[src/rtl/uart_tx_arbiter_if.sv]
// Requester streams plus UART TX handshake shared by the arbiter and its neighbours.
// master = arbiter side, slave = requesters/transmitter side.
interface uart_tx_arbiter_if #(
    parameter int NUM_REQ   = 4,
    parameter int DATA_BITS = 8
);
    localparam int GW = (NUM_REQ > 1) ? $clog2(NUM_REQ) : 1;

    logic [NUM_REQ-1:0]           req_valid;
    logic [NUM_REQ*DATA_BITS-1:0] req_data;
    logic [NUM_REQ-1:0]           req_last;
    logic [NUM_REQ-1:0]           req_ready;
    logic [DATA_BITS-1:0]         tx_data;
    logic                         tx_start;
    logic                         tx_busy;
    logic [GW-1:0]                grant_id;
    logic                         grant_active;
    logic                         lock_abort;
    logic                         tx_err;

    modport master (
        input  req_valid, req_data, req_last, tx_busy,
        output req_ready, tx_data, tx_start, grant_id, grant_active, lock_abort, tx_err
    );

    modport slave (
        output req_valid, req_data, req_last, tx_busy,
        input  req_ready, tx_data, tx_start, grant_id, grant_active, lock_abort, tx_err
    );
endinterface

[src/rtl/uart_tx_arbiter.sv]
// Round-robin, packet-locked sharing of one UART TX; valid in IDLE -> ready +1 -> tx_start +2.
// Backpressure: only the granted requester sees ready, and only while the transmitter is idle.
module uart_tx_arbiter #(
    parameter int NUM_REQ       = 4,
    parameter int DATA_BITS     = 8,
    parameter int MAX_BURST     = 16,
    parameter int LOCK_TIMEOUT  = 1024,
    parameter int START_TIMEOUT = 8
) (
    input  logic              clk,
    input  logic              reset,
    uart_tx_arbiter_if.master bus
);
    localparam int GW = (NUM_REQ > 1) ? $clog2(NUM_REQ) : 1;
    localparam int BW = $clog2(MAX_BURST + 1);
    localparam int IW = (LOCK_TIMEOUT > 1) ? $clog2(LOCK_TIMEOUT) : 1;
    localparam int SW = (START_TIMEOUT > 1) ? $clog2(START_TIMEOUT) : 1;

    typedef enum logic [1:0] {IDLE, ISSUE, WAIT_BUSY, WAIT_DONE} state_t;

    state_t               state, state_nxt;
    logic [GW-1:0]        rr_ptr, grant_q, winner;
    logic                 any_req;
    logic                 active_q, start_q, abort_q, err_q, last_q;
    logic [DATA_BITS-1:0] data_q;
    logic [BW-1:0]        burst_cnt;
    logic [IW-1:0]        idle_cnt;
    logic [SW-1:0]        wait_cnt;
    logic                 g_valid, g_last;
    logic [DATA_BITS-1:0] g_data;
    logic                 grant_now, handshake, idle_to, start_to, byte_done, release_now;

    // Two passes give a wrap-around scan starting at rr_ptr.
    always_comb begin
        winner  = '0;
        any_req = 1'b0;
        for (int i = 0; i < NUM_REQ; i++) begin
            if (!any_req && bus.req_valid[i] && (GW'(i) >= rr_ptr)) begin
                any_req = 1'b1;
                winner  = GW'(i);
            end
        end
        for (int i = 0; i < NUM_REQ; i++) begin
            if (!any_req && bus.req_valid[i]) begin
                any_req = 1'b1;
                winner  = GW'(i);
            end
        end
    end

    always_comb begin
        g_valid = 1'b0;
        g_last  = 1'b0;
        g_data  = '0;
        for (int i = 0; i < NUM_REQ; i++) begin
            if (GW'(i) == grant_q) begin
                g_valid = bus.req_valid[i];
                g_last  = bus.req_last[i];
                g_data  = bus.req_data[i*DATA_BITS +: DATA_BITS];
            end
        end
    end

    assign grant_now   = (state == IDLE) && any_req && !bus.tx_busy;
    assign handshake   = (state == ISSUE) && g_valid && !bus.tx_busy;
    assign idle_to     = (state == ISSUE) && !g_valid && (idle_cnt == IW'(LOCK_TIMEOUT - 1));
    assign start_to    = (state == WAIT_BUSY) && !bus.tx_busy && (wait_cnt == SW'(START_TIMEOUT - 1));
    assign byte_done   = ((state == WAIT_DONE) && !bus.tx_busy) || start_to;
    assign release_now = byte_done && (last_q || (burst_cnt == BW'(MAX_BURST)));

    always_ff @(posedge clk or posedge reset) begin
        if (reset) state <= IDLE;
        else       state <= state_nxt;
    end

    always_comb begin
        state_nxt = state;
        case (state)
            IDLE:      if (grant_now) state_nxt = ISSUE;
            ISSUE:     if (handshake) state_nxt = WAIT_BUSY;
                       else if (idle_to) state_nxt = IDLE;
            WAIT_BUSY: if (bus.tx_busy) state_nxt = WAIT_DONE;
                       else if (start_to) state_nxt = release_now ? IDLE : ISSUE;
            WAIT_DONE: if (byte_done) state_nxt = release_now ? IDLE : ISSUE;
            default:   state_nxt = IDLE;
        endcase
    end

    always_comb begin
        bus.req_ready = '0;
        for (int i = 0; i < NUM_REQ; i++) begin
            bus.req_ready[i] = (state == ISSUE) && (GW'(i) == grant_q) && !bus.tx_busy;
        end
    end

    always_ff @(posedge clk or posedge reset) begin
        if (reset) begin
            rr_ptr    <= '0;
            grant_q   <= '0;
            active_q  <= 1'b0;
            start_q   <= 1'b0;
            abort_q   <= 1'b0;
            err_q     <= 1'b0;
            last_q    <= 1'b0;
            data_q    <= '0;
            burst_cnt <= '0;
            idle_cnt  <= '0;
            wait_cnt  <= '0;
        end else begin
            start_q <= handshake;
            abort_q <= idle_to;
            err_q   <= start_to;
            if (grant_now) begin
                grant_q   <= winner;
                active_q  <= 1'b1;
                burst_cnt <= '0;
                idle_cnt  <= '0;
            end
            if (handshake) begin
                data_q    <= g_data;
                last_q    <= g_last;
                burst_cnt <= burst_cnt + BW'(1);
                idle_cnt  <= '0;
                wait_cnt  <= '0;
            end else if ((state == ISSUE) && !g_valid) begin
                idle_cnt <= idle_cnt + IW'(1);
            end
            if ((state == WAIT_BUSY) && !bus.tx_busy) wait_cnt <= wait_cnt + SW'(1);
            // grant_id is left at the released requester so software can see who went last.
            if (release_now || idle_to) begin
                active_q <= 1'b0;
                rr_ptr   <= (grant_q == GW'(NUM_REQ - 1)) ? '0 : grant_q + GW'(1);
            end
        end
    end

    assign bus.tx_data      = data_q;
    assign bus.tx_start     = start_q;
    assign bus.grant_id     = grant_q;
    assign bus.grant_active = active_q;
    assign bus.lock_abort   = abort_q;
    assign bus.tx_err       = err_q;
endmodule
[src/flat_wrapper.sv]
// flat-port wrapper written by rule: the top's interface ports become plain ports
module uart_tx_arbiter_flat 
#(
    parameter int NUM_REQ       = 4,
    parameter int DATA_BITS     = 8,
    parameter int MAX_BURST     = 16,
    parameter int LOCK_TIMEOUT  = 1024,
    parameter int START_TIMEOUT = 8
)
  (clk, reset, bus_req_valid, bus_req_data, bus_req_last, bus_tx_busy, bus_req_ready, bus_tx_data, bus_tx_start, bus_grant_id, bus_grant_active, bus_lock_abort, bus_tx_err);
  uart_tx_arbiter_if #(.NUM_REQ(NUM_REQ), .DATA_BITS(DATA_BITS)) bus_i ();
  input  logic clk;
  input  logic reset;
  input wire logic [$bits(bus_i.req_valid)-1:0] bus_req_valid;
  input wire logic [$bits(bus_i.req_data)-1:0] bus_req_data;
  input wire logic [$bits(bus_i.req_last)-1:0] bus_req_last;
  input wire logic [$bits(bus_i.tx_busy)-1:0] bus_tx_busy;
  output wire logic [$bits(bus_i.req_ready)-1:0] bus_req_ready;
  output wire logic [$bits(bus_i.tx_data)-1:0] bus_tx_data;
  output wire logic [$bits(bus_i.tx_start)-1:0] bus_tx_start;
  output wire logic [$bits(bus_i.grant_id)-1:0] bus_grant_id;
  output wire logic [$bits(bus_i.grant_active)-1:0] bus_grant_active;
  output wire logic [$bits(bus_i.lock_abort)-1:0] bus_lock_abort;
  output wire logic [$bits(bus_i.tx_err)-1:0] bus_tx_err;
  assign bus_i.req_valid = bus_req_valid;
  assign bus_i.req_data = bus_req_data;
  assign bus_i.req_last = bus_req_last;
  assign bus_i.tx_busy = bus_tx_busy;
  assign bus_req_ready = bus_i.req_ready;
  assign bus_tx_data = bus_i.tx_data;
  assign bus_tx_start = bus_i.tx_start;
  assign bus_grant_id = bus_i.grant_id;
  assign bus_grant_active = bus_i.grant_active;
  assign bus_lock_abort = bus_i.lock_abort;
  assign bus_tx_err = bus_i.tx_err;
  uart_tx_arbiter #(.NUM_REQ(NUM_REQ), .DATA_BITS(DATA_BITS), .MAX_BURST(MAX_BURST), .LOCK_TIMEOUT(LOCK_TIMEOUT), .START_TIMEOUT(START_TIMEOUT)) u_core (.clk(clk), .reset(reset), .bus(bus_i));
endmodule
[config.mk]
export PLATFORM = sky130hd
export DESIGN_NAME = uart_tx_arbiter_flat
export DESIGN_NICKNAME = d
export VERILOG_FILES = /design/src/rtl/uart_tx_arbiter_if.sv /design/src/rtl/uart_tx_arbiter.sv /design/src/flat_wrapper.sv
export SDC_FILE = /design/constraint.sdc
export NUM_CORES = 1
export LEC_CHECK = 0
export ABC_AREA = 1
export BUFFER_PORTS_ARGS = -buffer_cell sky130_fd_sc_hd__clkbuf_2
export CORE_ASPECT_RATIO = 0.8
export CORE_UTILIZATION = 53
export CTS_CLUSTER_SIZE = 8
export DETAILED_ROUTE_END_ITERATION = 7
export PLACE_DENSITY = 0.85
export SYNTH_ARGS = -nofsm -noshare
export SYNTH_HDL_FRONTEND = slang
export SYNTH_SLANG_ARGS = --single-unit
[constraint.sdc]
create_clock -name clk -period 1.98 [get_ports clk]
set_input_delay 0.099 -clock clk [delete_from_list [all_inputs] [get_ports clk]]
set_output_delay 0.099 -clock clk [all_outputs]
set_load 0.01 [all_outputs]
==> results of run 1 <==
-- placed cells by master (no fill, tap or decap), types with 8 or more instances in the layout --
master    count
a21oi_1      15
o21ai_0      13
nand2_1      81
dfrtp_1      37
clkbuf_2     60
nor2_1       32
ha_1          8
nand3_1      11
a31oi_2       8
inv_1        32
o211ai_1     10
-- metal layers --
metal | up-vias | track usage (%)
li1 | 1072 | -
met1 | 1007 | 31.8
met2 | 45 | 39.0
met3 | 6 | 5.15
met4 | 0 | 8.47
met5 | - | 0
-- state kept, by name, indices dropped and copies added, names as in the netlist --
signal	flops
u_core.bus.tx_data	8
u_core.bus.tx_err	1
u_core.state	2
u_core.idle_cnt	10
u_core.burst_cnt	5
u_core.last_q	1
u_core.bus.grant_id	2
u_core.rr_ptr	2
u_core.bus.lock_abort	1
u_core.bus.grant_active	1
u_core.wait_cnt	3
u_core.bus.tx_start	1
-- cell type report --
cell class | count | area (µm²) | share of cell area [%]
tap | 55 | 68.8 | 2.50
multi-input combinational | 209 | 1160 | 42.3
sequential | 37 | 926 | 33.7
clock buffer | 5 | 68.8 | 2.50
clock inverter | 3 | 17.5 | 0.637
inverter | 36 | 144 | 5.23
timing repair buffer | 68 | 363 | 13.2
-- cell usage after synthesis, types with 2 or more instances --
cell type	n
a21oi_1	15
a31oi_2	8
clkbuf_1	3
dfrtp_1	37
ha_1	9
inv_1	32
inv_2	2
nand2_1	82
nand2_4	2
nand3_1	11
nor2_1	32
nor2_2	2
nor2_4	3
nor3_1	2
nor3_2	2
o211ai_1	10
o21ai_0	13
o22ai_1	3
xor2_1	7
-- how the worst max path moves through the flow --
stage                                 from               endpoint  slack, ps  cells after the start
detailed placement  u_core.bus.grant_id[1]     u_core.wait_cnt[0]        150                     11
CTS                 u_core.bus.grant_id[0]       bus_req_ready[2]         80                      6
global route        u_core.bus.grant_id[0]     u_core.idle_cnt[3]     -0.003                     11
floorplan           u_core.bus.grant_id[0]  u_core.bus.tx_data[0]        320                     11
global placement    u_core.bus.grant_id[0]     u_core.idle_cnt[5]        270                     11
finish              u_core.bus.grant_id[0]       bus_req_ready[2]        140                      6
-- power breakdown --
group / switching, µW / leakage, µW / internal (µW) / total [µW]
Clock: 273 / 0.0000439 / 243 / 516
Combinational: 1130 / 0.000859 / 688 / 1820
Sequential: 172 / 0.000475 / 985 / 1160
-- metrics by stage --
stage	setup slack, ps	util (%)	instances	hold WS [ps]
global route	-0.00266	69.6	413	42.0
finish	136	69.6	413	47.7
CTS	75.9	69.0	411	42.9
floorplan	320	-	288	257
detailed placement	148	66.6	402	211
global placement	272	66.6	402	207
-- kinds of logic (layout without fill, tap and decap cells) --
kind of cell	Yosys count	in the layout	share of synthesized area [%]
xor+xnor	8	8	3.08
simple gates	137	137	26.3
fa+ha+maj	9	9	4.95
flops	37	37	40.7
buf+inv	42	112	8.36
compound gates	55	55	16.6
-- what timing repair did --
item                       4_1_cts  5_1_grt
hold endpoints to repair        37        0
hold buffers                     1        0
setup endpoints to repair        0        4
gates resized for setup          0        3
setup buffers                    0        2
-- worst reg2reg max path, cell delays in order (launching register included) --
cell and delay, ps:
dfrtp_1 400, inv_1 110, ha_1 240, a21oi_1 130, nand2_1 60, nand2_1 150
nand2_2 100, nand2_4 140, nand2_4 100, nor2_4 200, nand2_1 60, o21ai_0 70
==> impl_metrics.ini, run 1 <==
[status]
outcome = complete, no violations

[cells_and_area]
syn_to_final_growth_pct = 21.0
design_area_mm2 = 0.00275
diodes = 0
nets = 409
drive_gt1_share_pct = 27.7
nFillCells = 316

[grt]
grt_overflow = 0
grt_pass1_wl_mm = 8.05
antenna_found_initial = 0
grt_use_total_pct = 23.9
grt_max_degree = 38
grt_pass1_vias = 1851

[drt]
met1_length_mm = 2.39
drt_pass1_iterations = 5
drc = 0
final_antenna_net_count = 0
met2_wirelength_mm = 2.51
dr_wl_met3_um = 196
via_count = 2130
wl_per_cell_um = 12.5
drtIter0Drc = 162
top_layer = met4
avgViaCountPerCell = 5.16
drt_wl_total_mm = 5.14

[synthesis]
ys_seq_area_share_pct = 40.7
synth_top_area_share_pct = 40.7
synth_top_cell_by_area = dfrtp_1
synth_flop_cell = dfrtp_1
ys_types = 32
syn-num-nets = 340
synth_area_mm2 = 0.00227
syn_avg_cell_area_um2 = 7.90
syn_inst = 288
synthArstFlopShare_pct = 100
ys_seq_elements = 37
synth-edff-count = 0
yosys-top-cells-area = dfrtp_1 41%, nand2_1 14%, inv_1 5.3%, nor2_1 5.3%, ha_1 5.0%
ys_warn_count = 0

[floorplan]
io_pins = 61
initial_core_util_pct = 57.5
fp.dieArea_mm2 = 0.00456
die_h_um = 60.6
die_x_um = 75.2
core_area_mm2 = 0.00395
rows = 20

[critical_path]
cp_data_required_time_ps = 1880
timing_worst_setup_path_type = register to output pin
slowest_delay_ps = 420
worstReg2RegStart = u_core.bus.grant_id[0]
worstPathCellList = inv_1 -> ha_1 -> buf_4 -> clkinvlp_4 -> nor2_1 -> clkbuf_2
endpoint_kind = output pin
worstReg2RegEnd = u_core.idle_cnt[0]
crit_slowest_cell = dfrtp_1
worst-path-max-fanout = 10
path_delay_family = buffers and inverters
cp.arrival_ps = 1740
reg2reg_slack_ps = 140
critPathLaunchType = register
critPathBufInv = 4
reg2reg_depth = 11

[place]
placement.io_buffers = 60
dpl_cell_area_mm2 = 0.00263
place_congestion = 0.895
dp_hpwl_mm = 3.92

[hold_path]
worstHoldEndpoint = u_core.bus.tx_data[6]
min_from = bus_req_data[30]
hold_path_class = input pin to register
hold_depth = 3

[timing]
clock_skew_ps = 3.87
clock.fmax_mhz = 542
tns_ps = 0
setup_violations = 0
period_share_pct = 93.1
timing_hold_violations_final = 0
slew_viol_final = 0
finalCriticalPeriod_ps = 1840
timing_worst_slew_pin_value_ps = 465
slew_headroom_pct = 69.0

[job]
maxCapViolCount = 0

[pwr]
pwr_density_cell_mw_per_mm2 = 1270
vdd_drop_max_v = 0.000816
fin_total_pwr_uw = 3490
p_leak_uw = 0.00138

[clock_network]
numCtsBuffers = 5
root_buffer = clkbuf_8
worstSkewPairLatency_ps = 290
cts_tree = yes
clockBufferDepth = 2
clkTransAtPathRegs_ps = 70
cts-htree-levels = 2
clkSinkCount = 37
Power figures use the tool's default switching activity.
==> run 2, diff against run 1 <==
ABC_AREA = not set   (was 1)
CORE_ASPECT_RATIO = 0.9   (was 0.8)
CORE_UTILIZATION = 52   (was 53)
PLACE_DENSITY = 0.84   (was 0.85)
==> run 2 against run 1 <==
  * Clock skew barely moved
  * Worst setup slack got worse by 160 ps
  * Core utilization rose by 3.0 points
  * Cell area rose by 7.4%
  * Global-route usage rose by 2.4 points
  * Worst hold slack improved by 49 ps
  * Clock-buffer cell count rose by 2
  * Register-to-register slack got worse by 160 ps
  * The flow now finishes with violations (design-rule violations, negative setup slack)
  * Die area fell by 1.3%
  * Highest routed layer unchanged
  * Wire length rose by 13%
==> impl_metrics.ini, run 2 <==
[status]
outcome = finished with violations
violations = design-rule violations, negative setup slack

[floorplan]
io_pins = 61
fp.dieArea_mm2 = 0.00450
core_area_mm2 = 0.00407
initial_core_util_pct = 54.1
die_x_um = 70.6
rows = 22
die_h_um = 63.8

[pwr]
p_leak_uw = 0.00145
power.clock.fraction_pct = 13.5
pwr_density_cell_mw_per_mm2 = 1330
fin_total_pwr_uw = 3940
p_seq_share_pct = 30.2
p_sw_share_pct = 40.7
vdd_drop_max_v = 0.000649
combPwrFrac_pct = 56.2
switching_power_uw = 1600
internal-power_uw = 2330

[synthesis]
yosys.area_share.simple_pct = 22.8
ys_warn_count = 0
yosys-top-cells-count = 37 x dfrtp_1, 21 x nand2_1, 15 x a21oi_1, 15 x o21ai_0
synth_most_common_cell = dfrtp_1
ys_seq_area_share_pct = 42.0
syn-num-nets = 291
synth_top_family_by_area = simple AND/OR/NAND/NOR gates
syn_avg_cell_area_um2 = 9.22
synth_flop_cell = dfrtp_1
synth_top_cell_by_area = dfrtp_1
synthXorXnorAreaFrac_pct = 1.59
synth_compound_area_share_pct = 22.1
ys_types = 44
synth_top_area_share_pct = 42.0
yosys-top-cells-area = dfrtp_1 42%, ha_1 5.1%, a221oi_1 3.6%, nand2_1 3.6%, a21oi_1 3.4%
syn_inst = 239
synth-edff-count = 0
synthAdderAreaFrac_pct = 5.11
muxShareOfSynthArea_pct = 2.44
synth_area_mm2 = 0.00220
ys_seq_elements = 37
synthArstFlopShare_pct = 100

[timing]
timing_worst_slew_pin_value_ps = 608
period_share_pct = 101
setup_ws_ps = -22.9
clock_skew_ps = 4.10
clock.fmax_mhz = 499
slew_headroom_pct = 58.9
hold_ws_ps = 96.4
finalCriticalPeriod_ps = 2000
timing_hold_violations_final = 0
rsz0062_at_grt = true
slew_viol_final = 0
setup_violations = 11

[grt]
grt_pass1_vias = 1982
grt_use_total_pct = 26.3
grt_max_degree = 38
grt_overflow = 0
grt_pass1_wl_mm = 9.22
antenna_found_initial = 0

[place]
placement.io_buffers = 60
dp_hpwl_mm = 3.89
dpl_cell_area_mm2 = 0.00271
pre_cts_slack_ps = -68.1
place_inst = 355
place_congestion = 0.873

[drt]
drtIter0Drc = 224
drt_pass1_iterations = 8
drc = 5
final_antenna_net_count = 0
avgViaCountPerCell = 5.89
wl_per_cell_um = 15.7
via_count = 2167
drt_wl_total_mm = 5.79

[cells_and_area]
regMostFlops = u_core.idle_cnt
final_common_cell = clkbuf_2
layout_common_cells = 60 x clkbuf_2, 35 x dfrtp_1, 21 x nand2_1
diodes = 0
largest_reg_flops = 10
drive_gt1_share_pct = 36.6
syn_to_final_growth_pct = 34.1
nFillCells = 291
design_area_mm2 = 0.00296
nets = 372
layoutNonFillerInstCount = 368

[clock_network]
numCtsBuffers = 5
clockBufferDepth = 2
clkSinkCount = 37
root_buffer = clkbuf_8
clkTransAtPathRegs_ps = 70
cts-htree-levels = 2
worstSkewPairLatency_ps = 290
cts_tree = yes

[job]
maxCapViolCount = 0

[critical_path]
worstReg2RegStart = u_core.bus.grant_id[0]
reg2reg_slack_ps = -20
worstReg2RegEnd = u_core.bus.tx_data[4]
endpoint_kind = register
cp.arrival_ps = 2170
cp_data_required_time_ps = 2150
worst-path-max-fanout = 8
critPathLaunch = u_core.bus.grant_id[0]
reg2reg_depth = 9
critPathLaunchType = register
timing_worst_setup_path_type = register to register

[hold_path]
hold_depth = 3
worstHoldEndpoint = u_core.bus.tx_data[6]
min_from = bus_req_data[30]
hold_path_class = input pin to register
[run 2: timing repair]
action                                  4_1_cts  5_1_grt
setup buffers                                 4        0
resized for setup                            10       15
hold buffers                                  1        0
cloned                                        1        0
hold endpoints to repair                     37        0
pin swaps                                    11        4
endpoints found under the setup margin       23       27
[run 2: worst max path at each step]
stage / slack (ps) / endpoint / cells after the start
after floorplan: -50 / u_core.idle_cnt[0] / 8
after global placement: 40 / u_core.rr_ptr[1] / 7
after detailed placement: -70 / u_core.idle_cnt[7] / 8
after CTS: -2 / u_core.rr_ptr[0] / 7
after global routing: -80 / u_core.idle_cnt[6] / 9
final: -20 / u_core.bus.tx_data[4] / 9
[run 2: power by group through the flow]
stage | Sequential [µW] | Clock [µW] | Combinational, µW
CTS | 1180 | 537 | 2110
floorplan | 1200 | 0 | 1250
finish | 1190 | 533 | 2210
global route | 1220 | 579 | 2410
global placement | 1170 | 0 | 1880
detailed placement | 1190 | 0 | 1940
[run 2: final cells by class]
class | count | area, µm² | area share, %
Clock buffer | 7 | 86.3 | 2.92
Inverter | 9 | 33.8 | 1.14
Multi-Input combinational cell | 181 | 1300 | 43.9
Sequential cell | 37 | 928 | 31.4
Tap cell | 48 | 60.1 | 2.03
Timing Repair Buffer | 86 | 551 | 18.6
[run 2: worst max-delay path, cell delays in order, from the launching register on]
cell     delay (ps)
dfrtp_2         430
inv_2            80
ha_4            170
nor2b_2         160
o21a_1          210
or3b_4          410
buf_8           160
buf_12          130
nand2_1          60
o21ai_1          80
[run 2: kinds of logic after synthesis]
| group | Yosys count |
|---|---|
| mux | 5 |
| buf+inv | 21 |
| fa+ha+maj | 9 |
| compound gates | 70 |
| simple gates | 93 |
| xor+xnor | 4 |
| flops | 37 |
[run 2: through the flow]
stage	util, %	TNS (ps)
after floorplan	-	-386
after global placement	66.6	0
after detailed placement	66.6	-553
after CTS	71.0	-3.90
after global routing	72.5	-1040
final	72.5	-120
[run 2: metal layers]
layer	wire, µm	global-route usage, %
met4	70	9.25
met1	2640	34.6
met2	2830	43.9
met5	0	0
met3	243	4.73
==> run 3, diff against run 2 <==
CORE_ASPECT_RATIO = 1.25   (was 0.9)
SETUP_SLACK_MARGIN = 0.2   (was not set)
==> run 3 against run 2 <==
  * The flow finishes with violations (negative setup slack)
  * Worst hold slack got worse by 2.4 ps
  * Sequential share of layout area fell by 2.4 points
  * Global-route usage rose by 0.55 points
  * Clock skew rose by 3.8 ps
  * Critical path type unchanged
==> impl_metrics.ini, run 3 (synthesis results as in run 2) <==
[status]
outcome = finished with violations
violations = negative setup slack

[floorplan]
die_h_um = 74.8
fp.dieArea_mm2 = 0.00450
initial_core_util_pct = 54.2
die_x_um = 60.2
rows = 26
io_pins = 61
core_area_mm2 = 0.00407

[cells_and_area]
drive_gt1_share_pct = 45.4
final_common_cell = clkbuf_2
nFillCells = 240
diodes = 0
layout_common_cells = 60 x clkbuf_2, 35 x dfrtp_1, 20 x buf_4
syn_to_final_growth_pct = 45.4
multi_input_area_mm2 = 0.00144
register_area_um2 = 928
largest_reg_flops = 10
regMostFlops = u_core.idle_cnt
layoutNonFillerInstCount = 382
nets = 377

[timing]
clock_skew_ps = 7.87
slew_headroom_pct = 57.8
tns_ps = -75.1
timing_worst_slew_pin_value_ps = 633
period_share_pct = 103
slew_viol_final = 0
rsz0062_at_grt = true
setup_violations = 6
finalCriticalPeriod_ps = 2030
timing_hold_violations_final = 0
setup_ws_ps = -50.7
clock.fmax_mhz = 492

[clock_network]
worstSkewPairLatency_ps = 300
clkTransAtPathRegs_ps = 80
cts-htree-levels = 2
numCtsBuffers = 5
root_buffer = clkbuf_8
clockBufferDepth = 2
cts_tree = yes
clkSinkCount = 37

[pwr]
p_leak_uw = 0.00154
p_seq_share_pct = 27.2
pwr_density_cell_mw_per_mm2 = 1420
power.clock.fraction_pct = 14.6
switching_power_uw = 1930
p_sw_share_pct = 42.4
vdd_drop_max_v = 0.000714
combPwrFrac_pct = 58.2
internal-power_uw = 2630

[critical_path]
reg2reg_slack_ps = -50
reg2reg_depth = 9
cp_data_required_time_ps = 2160
worstReg2RegEnd = u_core.bus.tx_data[0]
worst-path-max-fanout = 10
endpoint_kind = register
cpMostUsedCell = buf_4
crit_slowest_cell = dfrtp_2
critPathBufInv = 4
path_delay_family = compound AO/OA/AOI/OAI gates
critPathLaunchType = register
worstReg2RegStart = u_core.bus.grant_id[1]
timing_worst_setup_path_type = register to register
cp.arrival_ps = 2210
slowest_delay_ps = 460
worstPathCellList = inv_4 -> ha_4 -> buf_4 -> buf_4 -> a221oi_1 -> buf_4 -> nor3_1 -> a21oi_1 -> o21ai_2

[place]
dp_hpwl_mm = 4.03
placement.io_buffers = 60
place_congestion = 0.837
place_inst = 359

[grt]
grt_use_total_pct = 26.8
grt_overflow = 0
grt_pass1_wl_mm = 8.84
grt_pass1_vias = 2007
antenna_found_initial = 0
grt_max_degree = 24

[hold_path]
min_from = bus_req_data[25]
hold_path_class = input pin to register
worstHoldEndpoint = u_core.bus.tx_data[1]
hold_depth = 3

[drt]
drt_wl_total_mm = 6.79
final_antenna_net_count = 0
avgViaCountPerCell = 6.01
via_count = 2295
drc = 0
drtIter0Drc = 168
wl_per_cell_um = 17.8
drt_pass1_iterations = 4

[job]
maxCapViolCount = 0
==> run 3: changes by cell type in the layout (fill, tap and decap cells not counted), sizes merged <==
| cell | previous run | this run |
|---|---|---|
| clkinv | 0 | 2 |
| buf | 25 | 28 |
| bufinv | 0 | 1 |
==> run 3: through the flow <==
step                      utilization [%]  hold slack, ps  setup WS [ps]  instance area (µm²)  total power (µW)
after floorplan                         -             252          -53.6                 2260              2480
after global routing                 78.8            92.1          -93.1                 3200              4830
after CTS                            73.2            81.4           54.6                 2980              4030
after global placement               66.3             179          -7.98                 2700              3030
after detailed placement             66.3             177          -67.2                 2700              3100
final                                78.8            94.0          -50.7                 3200              4560
==> run 3: per-layer routing <==
layer	global-route usage [%]	vias up	part of all wire [%]
met5	0	-	0
met4	9.30	0	4.2
met3	4.98	25	7.1
met2	53.5	117	53
met1	26.8	1101	36
li1	-	1052	-
==> run 3: how the worst max path moves through the flow <==
stage,start,endpoint,cells past startpoint
floorplan,u_core.bus.grant_id[1],u_core.idle_cnt[7],7
global placement,u_core.bus.grant_id[1],u_core.idle_cnt[7],7
detailed placement,u_core.bus.grant_id[1],u_core.idle_cnt[9],7
CTS,u_core.bus.grant_id[0],u_core.idle_cnt[4],7
global route,u_core.bus.grant_id[1],u_core.bus.tx_data[0],9
finish,u_core.bus.grant_id[1],u_core.bus.tx_data[0],9
==> run 3: cell type report <==
class,instances,area share [%]
well taps,56,2.19
inverters,9,1.37
repair buffers,91,19.1
clock inverters,3,1.37
flip-flops and latches,37,29.0
clock buffers,5,2.15
multi-input cells,181,44.8
==> run 3: worst min-delay path, cell delays in order <==
cell and delay (ps):
clkbuf_2 80, a21oi_1 70, o21ai_2 110
==> run 3: power groups by stage <==
stage,clock network [µW],registers (µW),logic (µW)
after global routing,710,1270,2860
after floorplan,0,1200,1280
after global placement,0,1170,1860
final,667,1240,2650
after detailed placement,0,1180,1920
after CTS,671,1180,2180
==> run 3: what timing repair did <==
| item | CTS | global route |
|---|---|---|
| resized for setup | 26 | 46 |
| setup endpoints to repair | 33 | 33 |
| pin swaps | 16 | 19 |
| endpoints found under the hold margin | 14 | 0 |
| gates cloned | 1 | 2 |
| buffers inserted | 7 | 4 |
| hold buffers | 1 | 0 |
